$ cat src/rtl/pair_parity_rx_if.sv
// Bus bundle for pair_parity_rx: serial bit input plus the valid/ready frame output.
// The master modport is the driving side (line + consumer); slave is the receiver.
interface pair_parity_rx_if;
    logic       din;
    logic       din_valid;
    logic [3:0] data;
    logic [1:0] err;
    logic       out_valid;
    logic       out_ready;
    logic       overrun;
    logic       busy;
    logic       abort;

    modport master (
        output din, din_valid, out_ready,
        input  data, err, out_valid, overrun, busy, abort
    );

    modport slave (
        input  din, din_valid, out_ready,
        output data, err, out_valid, overrun, busy, abort
    );
endinterface

$ cat src/rtl/pair_parity_rx.sv
// pair_parity_rx: collects start, d3..d0, rx_p1, rx_p0 and flags pair-XOR parity errors.
// Define PAIR_PARITY_RX_TIMEOUT_EN to abort frames after TIMEOUT idle cycles mid-frame.
module pair_parity_rx #(
    parameter int unsigned TIMEOUT = 8
) (
    input  logic            clk,
    input  logic            reset,
    pair_parity_rx_if.slave bus
);
    typedef enum logic [1:0] {IDLE, DATA, PARITY, HOLD} state_t;

    state_t     state, state_next;
    logic [1:0] bit_cnt;
    logic [3:0] data_q;
    logic [1:0] err_q;
    logic       rx_p1;
    logic       overrun_q;
    logic       abort_q;

    logic start_bit;
    logic transfer;
    logic last_data;
    logic last_parity;
    logic timeout_hit;

    assign start_bit   = bus.din_valid && bus.din;
    assign transfer    = (state == HOLD) && bus.out_ready;
    assign last_data   = bus.din_valid && (bit_cnt == 2'd3);
    assign last_parity = bus.din_valid && bit_cnt[0];

`ifdef PAIR_PARITY_RX_TIMEOUT_EN
    logic [7:0] gap_cnt;

    always_ff @(posedge clk) begin
        if (reset)
            gap_cnt <= '0;
        else if ((state != DATA && state != PARITY) || bus.din_valid || timeout_hit)
            gap_cnt <= '0;
        else
            gap_cnt <= gap_cnt + 8'd1;
    end

    // Fires on the edge that would make the gap count equal TIMEOUT.
    assign timeout_hit = (state == DATA || state == PARITY) && !bus.din_valid &&
                         (gap_cnt == 8'(TIMEOUT - 1));
`else
    assign timeout_hit = 1'b0;
`endif

    always_ff @(posedge clk) begin
        // NOTE: sequential state uses non-blocking (<=) so every flop samples pre-edge values.
        if (reset)
            state <= IDLE;
        else
            state <= state_next;
    end

    always_comb begin
        // NOTE: default assigned first so no path leaves state_next unassigned (no latch).
        state_next = state;
        case (state)
            IDLE:   if (start_bit) state_next = DATA;
            DATA:   if (timeout_hit) state_next = IDLE;
                    else if (last_data) state_next = PARITY;
            PARITY: if (timeout_hit) state_next = IDLE;
                    else if (last_parity) state_next = HOLD;
            HOLD:   if (transfer) state_next = start_bit ? DATA : IDLE;
            default: state_next = IDLE;
        endcase
    end

    always_ff @(posedge clk) begin
        if (reset) begin
            bit_cnt   <= '0;
            data_q    <= '0;
            err_q     <= '0;
            rx_p1     <= 1'b0;
            overrun_q <= 1'b0;
            abort_q   <= 1'b0;
        end else begin
            abort_q <= timeout_hit;
            if (state == HOLD && !transfer && bus.din_valid)
                overrun_q <= 1'b1;

            case (state)
                // bit_cnt wraps 3 -> 0 on d0, ready for the parity phase.
                DATA: if (bus.din_valid) begin
                    data_q  <= {data_q[2:0], bus.din};
                    bit_cnt <= bit_cnt + 2'd1;
                end
                PARITY: if (bus.din_valid) begin
                    if (!bit_cnt[0]) begin
                        rx_p1   <= bus.din;
                        bit_cnt <= 2'd1;
                    end else begin
                        err_q   <= {rx_p1 ^ data_q[3] ^ data_q[2],
                                    bus.din ^ data_q[1] ^ data_q[0]};
                        bit_cnt <= 2'd0;
                    end
                end
                default: ;
            endcase

            if (timeout_hit)
                bit_cnt <= '0;
        end
    end

    assign bus.data      = data_q;
    assign bus.err       = err_q;
    assign bus.out_valid = (state == HOLD);
    assign bus.busy      = (state == DATA) || (state == PARITY);
    assign bus.overrun   = overrun_q;
    assign bus.abort     = abort_q;
endmodule

$ cat src/flat_wrapper.sv
// flat-port wrapper written by rule: the top's interface ports become plain ports
module pair_parity_rx_flat 
#(
    parameter int unsigned TIMEOUT = 8
)
  (clk, reset, bus_din, bus_din_valid, bus_out_ready, bus_data, bus_err, bus_out_valid, bus_overrun, bus_busy, bus_abort);
  pair_parity_rx_if bus_i ();
  input  logic clk;
  input  logic reset;
  input wire logic [$bits(bus_i.din)-1:0] bus_din;
  input wire logic [$bits(bus_i.din_valid)-1:0] bus_din_valid;
  input wire logic [$bits(bus_i.out_ready)-1:0] bus_out_ready;
  output wire logic [$bits(bus_i.data)-1:0] bus_data;
  output wire logic [$bits(bus_i.err)-1:0] bus_err;
  output wire logic [$bits(bus_i.out_valid)-1:0] bus_out_valid;
  output wire logic [$bits(bus_i.overrun)-1:0] bus_overrun;
  output wire logic [$bits(bus_i.busy)-1:0] bus_busy;
  output wire logic [$bits(bus_i.abort)-1:0] bus_abort;
  assign bus_i.din = bus_din;
  assign bus_i.din_valid = bus_din_valid;
  assign bus_i.out_ready = bus_out_ready;
  assign bus_data = bus_i.data;
  assign bus_err = bus_i.err;
  assign bus_out_valid = bus_i.out_valid;
  assign bus_overrun = bus_i.overrun;
  assign bus_busy = bus_i.busy;
  assign bus_abort = bus_i.abort;
  pair_parity_rx #(.TIMEOUT(TIMEOUT)) u_core (.clk(clk), .reset(reset), .bus(bus_i));
endmodule
$ cat config.mk
export PLATFORM = sky130hd
export DESIGN_NAME = pair_parity_rx_flat
export DESIGN_NICKNAME = d
export VERILOG_FILES = /design/src/rtl/pair_parity_rx_if.sv /design/src/rtl/pair_parity_rx.sv /design/src/flat_wrapper.sv
export SDC_FILE = /design/constraint.sdc
export NUM_CORES = 1
export LEC_CHECK = 0
export CORE_MARGIN = 5
export CORE_UTILIZATION = 45
export DETAILED_ROUTE_END_ITERATION = 10
export DONT_BUFFER_PORTS = 1
export PLACE_DENSITY_LB_ADDON = 0.1
export SYNTH_ARGS = -nofsm -noshare
export SYNTH_HDL_FRONTEND = slang
export SYNTH_SLANG_ARGS = --single-unit
$ cat constraint.sdc
create_clock -name clk -period 2.5 [get_ports clk]
set_input_delay 0.125 -clock clk [delete_from_list [all_inputs] [get_ports clk]]
set_output_delay 0.125 -clock clk [all_outputs]
set_load 0.01 [all_outputs]
## After elaboration in Yosys (flattened, before gate mapping)

Cells that the tools add are included.

| storage, ports and cells | value |
|---|---|
| register bits after elaboration | 12 |
| input bits | 5 |
| logic and storage cells | 47 |

| operators by class | value |
|---|---|
| add/subtract/negate cells | 1 |
| equality and inequality tests | 10 |
| muxes and demuxes | 10 |
| bitwise operators | 5 |
| reduce and logical (&&, ||, !) cells | 15 |

Operator list:

| kind | count |
|---|---|
| 2-to-1 mux 2 bit | 6 |
| AND reduction 3 bit | 3 |
| != test 2 x 1 -> 1 bit (second input constant) | 4 |
| one-hot mux 2 bit (4 select lines) | 1 |
| equality test 2 bit (second input constant) | 3 |
| logical AND 1 bit | 6 |
| != test 2 bit (second input constant) | 2 |
| one-hot mux 2 bit (2 select lines) | 1 |
| AND reduction 4 bit | 1 |
| XOR 1 bit | 4 |
| adder 2 x 1 -> 2 bit (second input constant) | 1 |
| equality test 2 x 1 -> 1 bit (second input constant) | 1 |
| logical NOT 2 bit | 1 |
| 2-to-1 mux 1 bit | 2 |
| AND reduction 2 bit | 1 |
| nonzero test 2 bit | 1 |
| logical NOT 1 bit | 1 |
| logical OR 1 bit | 1 |
| NOT 1 bit | 1 |

## Logic depth before layout (Yosys ltp)

Gate-level depths: netlist of run 1.

| logic depth | value |
|---|---|
| word-level depth | 5 |
| gate-level depth with buffers | 6 |
| mapped depth without buffers | 6 |

## Least setup slack after synthesis of run 1

OpenSTA, ideal clock, no wires.

| timing | value |
|---|---|
| path type | register -> register |
| from | register u_core.state[1] |
| to | register u_core.state[0] |
| arrival | 1,734 ps |
| slack | 679 ps |
| cell stages (with the launch flop) | 7 |
| clock period less this slack | 1,821 ps |
| path through | dfxtp_1 inv_1 ha_1 a21boi_1 or4_4 or3_1 o31ai_1 |

| on the way | value |
|---|---|
| longest elaborated chain between the ends | 4 |

RTL lines:

| item | RTL line | text |
|---|---|---|
| start: declaration | pair_parity_rx.sv:12 | `state_t state, state_next;` |
| start signal: assignment | pair_parity_rx.sv:55 | `state <= state_next;` |
| equality test 2 bit | pair_parity_rx.sv:27, pair_parity_rx.sv:61 |  |
| logical AND 1 bit | pair_parity_rx.sv:27 | `assign transfer = (state == HOLD) && bus.out_ready;` |
| != test 2 x 1 -> 1 bit (no source line) | -- |  |
| AND reduction 4 bit (no source line) | -- |  |

Several ways; a longest one is shown, not always the timed one.
A chain may end at the register's enable or synchronous reset.

## Worst setup path after layout of run 1

Ends and elaborated chain as after synthesis.

==> flow_summary_export.csv, run 1 <==
group,metric,value,unit
grt,grt_pass1_vias,425,
timing,hold_viol,0,
status,status,"finished, final reports clean",
detailed_routing,vias_per_cell,5.182,
detailed_routing,num_vias,456,
grt,grt_max_degree,14,
power_and_ir_drop,p_comb_frac,0.309,
clock_network,clock-sinks,12,
die,rows,13,
synth,synthCells,69,
detailed_routing,drc_errors,0,
grt,grt_antenna_before_repair,0,
place,dpl.hpwl,837.4,um
clock_network,cts-htree-levels,1,
worst_hold_path,worstHoldPathType,"in -> reg",
clock_network,clkTransAtPathRegs,0.08,ns
layout,fin_nets,85,
grt,met2_usage,0.1707,
setup_path,crit_required,2.69,ns
place,placedInstanceArea,616.8,um^2
power_and_ir_drop,pwr-share-seq,0.419,
setup_path,cpPeakStageDelay,0.52,ns
power_and_ir_drop,p_sw_frac,0.3240,
setup_path,path_max_fanout,7,
synth,yosysSeqAreaShare,0.3871,
layout,areaGrowthSynthToFinish,10.08,%
die,die_width,47.14,um
setup_path,crit_type,"reg -> reg",
power_and_ir_drop,power_leakage,0.2795,nW
synth,synth_fp_nets,80,
die,die-height,47.14,um
clock_network,cts_tree,"done",
power_and_ir_drop,peakVddDrop,468.0,uV
setup_path,start_kind,"register",
clock_network,postCtsResizedCells,0,
setup_path,worstPathCellList,"inv_1, ha_1, a21boi_1, or4_4, or3_1, o31ai_1",
synth,syn_avg_cell_area,8.994,um^2
clock_network,worstSkewPairLatency,0.27,ns
die,initial_utilization,0.4769,
clock_network,cts_buffer_depth,2,
timing,skew,0.001338,ns
job,maxCapViolCount,0,
power_and_ir_drop,power.density,833.5,nW/um^2
clock_network,cts_hold_buf,3,
detailed_routing,drt_iter0_markers,8,
grt,grt_pass1_wl,1.966,mm
timing,finalCritPeriodShare,0.7898,
die,io_pins,15,
setup_path,crit_arrival,2.16,ns
grt,track_usage,0.1298,
setup_path,cp_slowest_cell,"or4_4",
clock_network,cts_made_buffers,3,
grt,met3_usage,0.04981,
power_and_ir_drop,netSwitchingPower,0.1845,mW
detailed_routing,postRouteAntennaNets,0,
timing,tns,0,ns
synth,synth_cell_type_count,23,
timing,setup_viol,0,
layout,fillers,135,
clock_network,cts_root_buffer,"clkbuf_4",
grt,busiest_layer,"met1",
layout,layout-drive-gt1-share,0.08219,
detailed_routing,finalWirelength,1.180,mm
detailed_routing,wl_per_cell,13.41,um
die,core,1301,um^2
timing,layout_min_cycle_time,1.974,ns
synth,syn_area,620.6,um^2
layout,diodes,0,
timing,rsz0062_at_grt,"false",
place,port_buffers,0,
timing,slew_violations,0,
grt,grtUsageMet1,0.1743,
synth,yosys_warnings,0,
clock_network,post_cts_buffers,0,
setup_path,endpoint_kind,"register",
synth,ys_seq_elements,12,
detailed_routing,dr.pass1.iters,3,
place,gp_congestion,0.7334,
grt,grt_overflow,0,
layout,stdcell_area,683.2,um^2
power_and_ir_drop,intPower,0.3849,mW
timing,fmax,506.5,MHz
power_and_ir_drop,clkPwrFrac,0.271,
die,die_area,2222,um^2
==> routing by layer <==
layer	part of all wire	routed length (um)
met1	0.50	591
met2	0.42	500
met3	0.064	76
met4	0.010	12
met5	0	0
==> sequential cells by signal (all words and copies together), names as in the netlist <==
register and cells:
u_core.bit_cnt 2, u_core.bus.overrun 1, u_core.bus.data 4, u_core.state 2, u_core.bus.err 2, u_core.rx_p1 1
==> cell families (layout without fill, tap and decap cells) <==
kind of cell               count (synthesis)  after routing  share of synthesized area
AOI/OAI and AO/OA                         13             13                     0.1230
xor gates and xnor gates                   5              5                    0.07056
adders and majority gates                  6              6                     0.1210
buffers and inverters                      5              9                    0.04839
DFF                                       12             12                     0.3871
muxes                                      4              4                    0.06452
other                                      1              1                   0.006043
and+or+nand+nor                           23             23                     0.1794
==> placed cells by master (no fill, tap or decap), drive strengths merged <==
cell type    synthesis  routed
nor2                 8       8
nor3b                1       1
inv                  2       2
a21oi                7       7
o21ai                1       1
conb                 1       1
xor2                 1       1
a21boi               3       3
or3                  1       1
ha                   6       6
nand2                6       6
and2b                1       1
clkbuf               1       4
dfxtp               12      12
xnor2                4       4
nand3                5       5
mux2i                4       4
o31ai                1       1
or4                  1       1
a31oi                1       1
dlygate4sd3          0       3
==> worst paths after layout <==
path	start	end	slack [ns]	cells after the start
setup / recovery	u_core.state[1]	u_core.state[0]	0.53	6
hold / removal	bus_din_valid	u_core.bus.data[0]	0.01	2
setup reg to reg	u_core.state[1]	u_core.state[0]	0.53	6
hold reg to reg	u_core.bit_cnt[1]	u_core.bit_cnt[1]	0.52	2
==> synthesized netlist by cell type, drive strengths merged <==
cell	number	area, um^2
or3	1	6.260
clkbuf	1	3.750
a31oi	1	6.260
and2b	1	8.760
nand3	5	25.02
a21oi	7	35.03
buf	2	18.77
ha	6	75.07
nor2	8	30.03
xor2	1	8.760
xnor2	4	35.03
o21ai	1	5.000
or4	1	11.26
a21boi	3	22.52
nor3b	1	7.510
inv	2	7.510
conb	1	3.750
mux2i	4	40.04
o31ai	1	7.510
nand2	6	22.52
dfxtp	12	240.2
==> area by class of cell <==
cell class / instances / area [um^2] / share of cell area
clock buffer: 4 / 36.28 / 0.05311
inverter: 2 / 7.507 / 0.01099
tap: 15 / 18.77 / 0.02747
timing repair buffer: 3 / 30.03 / 0.04396
multi-input combinational: 52 / 350.3 / 0.5128
sequential: 12 / 240.2 / 0.3516
==> worst max-delay path, delay by kind of cell, from the launching register on <==
family,cells,cell delay [ns]
simple gates,2,0.88
flops,1,0.40
compound gates,2,0.23
buf+inv,1,0.10
fa+ha+maj,1,0.28
==> through the flow <==
step                setup slack [ns]  power (mW)  cells  hold slack (ns)  utilization
floorplan                     0.6790      0.3887     69           0.1941            -
finish                        0.5256      0.5694     88          0.01198       0.5250
global placement              0.5454      0.4122     81           0.1967       0.4740
CTS                           0.5277      0.5769     88         0.001119       0.5250
detailed placement            0.5507      0.4143     81           0.1979       0.4740
global route                  0.4195      0.6153     88         0.007381       0.5250
==> power by group through the flow <==
| stage | Clock (mW) | Sequential, mW | Combinational (mW) |
|---|---|---|---|
| floorplan | 0 | 0.238 | 0.151 |
| global placement | 0 | 0.243 | 0.169 |
| detailed placement | 0 | 0.244 | 0.170 |
| CTS | 0.160 | 0.239 | 0.178 |
| global route | 0.173 | 0.243 | 0.199 |
| finish | 0.155 | 0.239 | 0.176 |
(Power assumes the default switching activity.)
==> inputs of run 2 (changes only) <==
- clock period: 2.5 -> 1.7 ns (I/O delays scaled with it)
==> flow_summary_export.csv, run 2 (synthesis results as in run 1) <==
group,metric,value,unit
status,status,"finished, violations left",
status,violations,"hold timing, setup timing",
setup_path,crit_arrival,1.92,ns
place,placedInstanceArea,699.4,um^2
power_and_ir_drop,peakVddDrop,775.7,uV
setup_path,critPathTopFamily,"simple AND/OR/NAND/NOR gates",
layout,fin_nets,90,
grt,grt_pass1_wl,2.083,mm
clock_network,clock-sinks,12,
layout,layout-drive-gt1-share,0.2597,
detailed_routing,vias_per_cell,5.228,
layout,fin_cells,92,
power_and_ir_drop,power_leakage,0.3039,nW
timing,skew,0.0006620,ns
setup_path,cp_slowest_cell,"or4_4",
setup_path,r2r_slack,-0.04,ns
detailed_routing,finalWirelength,1.204,mm
place,port_buffers,0,
timing,fin_hold_ws,-0.1216,ns
layout,fillers,127,
timing,setup_viol,1,
detailed_routing,postRouteAntennaNets,0,
setup_path,cpPeakStageDelay,0.53,ns
power_and_ir_drop,power,0.8833,mW
worst_hold_path,min_from,"reset",
job,maxCapViolCount,0,
die,rows,13,
detailed_routing,drc_errors,0,
setup_path,r2r_end,"u_core.state[0]",
place,dpl_worst_slack,-0.05041,ns
timing,rsz0062_at_grt,"true",
setup_path,timing.critical_path.buf_inv,1,
clock_network,cts-htree-levels,1,
timing,fmax,573.3,MHz
layout,stdcell_area,743.2,um^2
setup_path,endpoint_kind,"register",
setup_path,path_max_fanout,4,
place,gp_congestion,0.7898,
power_and_ir_drop,power.density,1189,nW/um^2
layout,largest_reg_flops,4,
layout,diodes,0,
clock_network,cts_buffer_depth,2,
layout,final_cell_mix,"dfxtp_1, nor2_1, buf_4",
die,initial_utilization,0.4769,
setup_path,start_kind,"register",
grt,track_usage,0.1362,
grt,grt_pass1_vias,498,
layout,areaGrowthSynthToFinish,19.76,%
die,io_pins,15,
layout,layout_commonest_cell,"dfxtp_1",
timing,layout_min_cycle_time,1.744,ns
layout,utilization,0.5712,
clock_network,clkTransAtPathRegs,0.07,ns
setup_path,r2r_start,"u_core.state[0]",
die,die_width,47.14,um
clock_network,worstSkewPairLatency,0.26,ns
place,dpl.hpwl,921.5,um
place,placedCellCount,87,
setup_path,crit_required,1.88,ns
clock_network,cts_root_buffer,"clkbuf_4",
detailed_routing,dr.pass1.iters,4,
grt,grt_overflow,0,
setup_path,worstPathCellList,"inv_4, ha_4, a21boi_1, or4_4, or3_1, o31ai_1",
detailed_routing,wl_per_cell,13.09,um
setup_path,cp-endpoint,"u_core.state[0]",
die,core,1301,um^2
detailed_routing,num_vias,481,
die,die_area,2222,um^2
clock_network,cts_made_buffers,3,
timing,slew_violations,0,
timing,setup_ws,-0.04417,ns
die,die-height,47.14,um
setup_path,crit_type,"reg -> reg",
clock_network,cts_hold_buf,1,
timing,hold_viol,11,
timing,finalCritPeriodShare,1.026,
grt,grt_max_degree,14,
detailed_routing,drt_iter0_markers,5,
setup_path,path_depth,6,
clock_network,cts_tree,"done",
worst_hold_path,worstHoldPathType,"in -> reg",
setup_path,worst_r2r_path_depth,6,
setup_path,crit_start,"u_core.state[0]",
timing,tns,-0.04417,ns
grt,grt_antenna_before_repair,0,
run 2: layout make-up:
type,count,area [um^2],share of cell area
Inverter,2,10.01,0.01347
Sequential cell,12,247.7,0.3333
Multi-Input combinational cell,52,381.6,0.5135
Tap cell,15,18.77,0.02525
Clock buffer,3,22.52,0.03030
Timing Repair Buffer,8,62.56,0.08418
run 2: per-layer routing:
layer,global-route usage,vias to the layer above,part of all wire
met3,0.06513,0,0.089
met2,0.2033,18,0.46
met5,0,-,0
met4,0.04972,0,0
met1,0.1705,215,0.45
li1,-,248,-
run 2: worst min-delay path by stage:
stage | to | slack (ns) | cells after the start
floorplan | u_core.bus.data[0] | 0.15 | 1
global placement | u_core.state[1] | 0.15 | 1
detailed placement | u_core.bus.data[2] | 0.16 | 1
CTS | u_core.bus.data[3] | -0.13 | 1
global route | u_core.bus.data[3] | -0.15 | 1
finish | u_core.state[1] | -0.12 | 1
run 2: worst reg2reg max path, cell delays in order, from the launching register on:
cell and delay [ns]:
dfxtp_4 0.39, inv_4 0.05, ha_4 0.15, a21boi_1 0.12, or4_4 0.53, or3_1 0.35, o31ai_1 0.07
run 2: report_power, final:
group / switching, mW / leakage [nW] / internal (mW)
Clock: 0.0838 / 0.0138 / 0.0818
Combinational: 0.159 / 0.192 / 0.189
Sequential: 0.0467 / 0.0985 / 0.322
Total: 0.290 / 0.304 / 0.593
run 2: repair_timing:
action / 4_1_cts / 5_1_grt
pin swaps: 1 / 1
setup buffers: 0 / 1
gates cloned: 0 / 0
setup endpoints to repair: 2 / 3
endpoints found under the hold margin: 12 / 11
resized for setup: 0 / 1
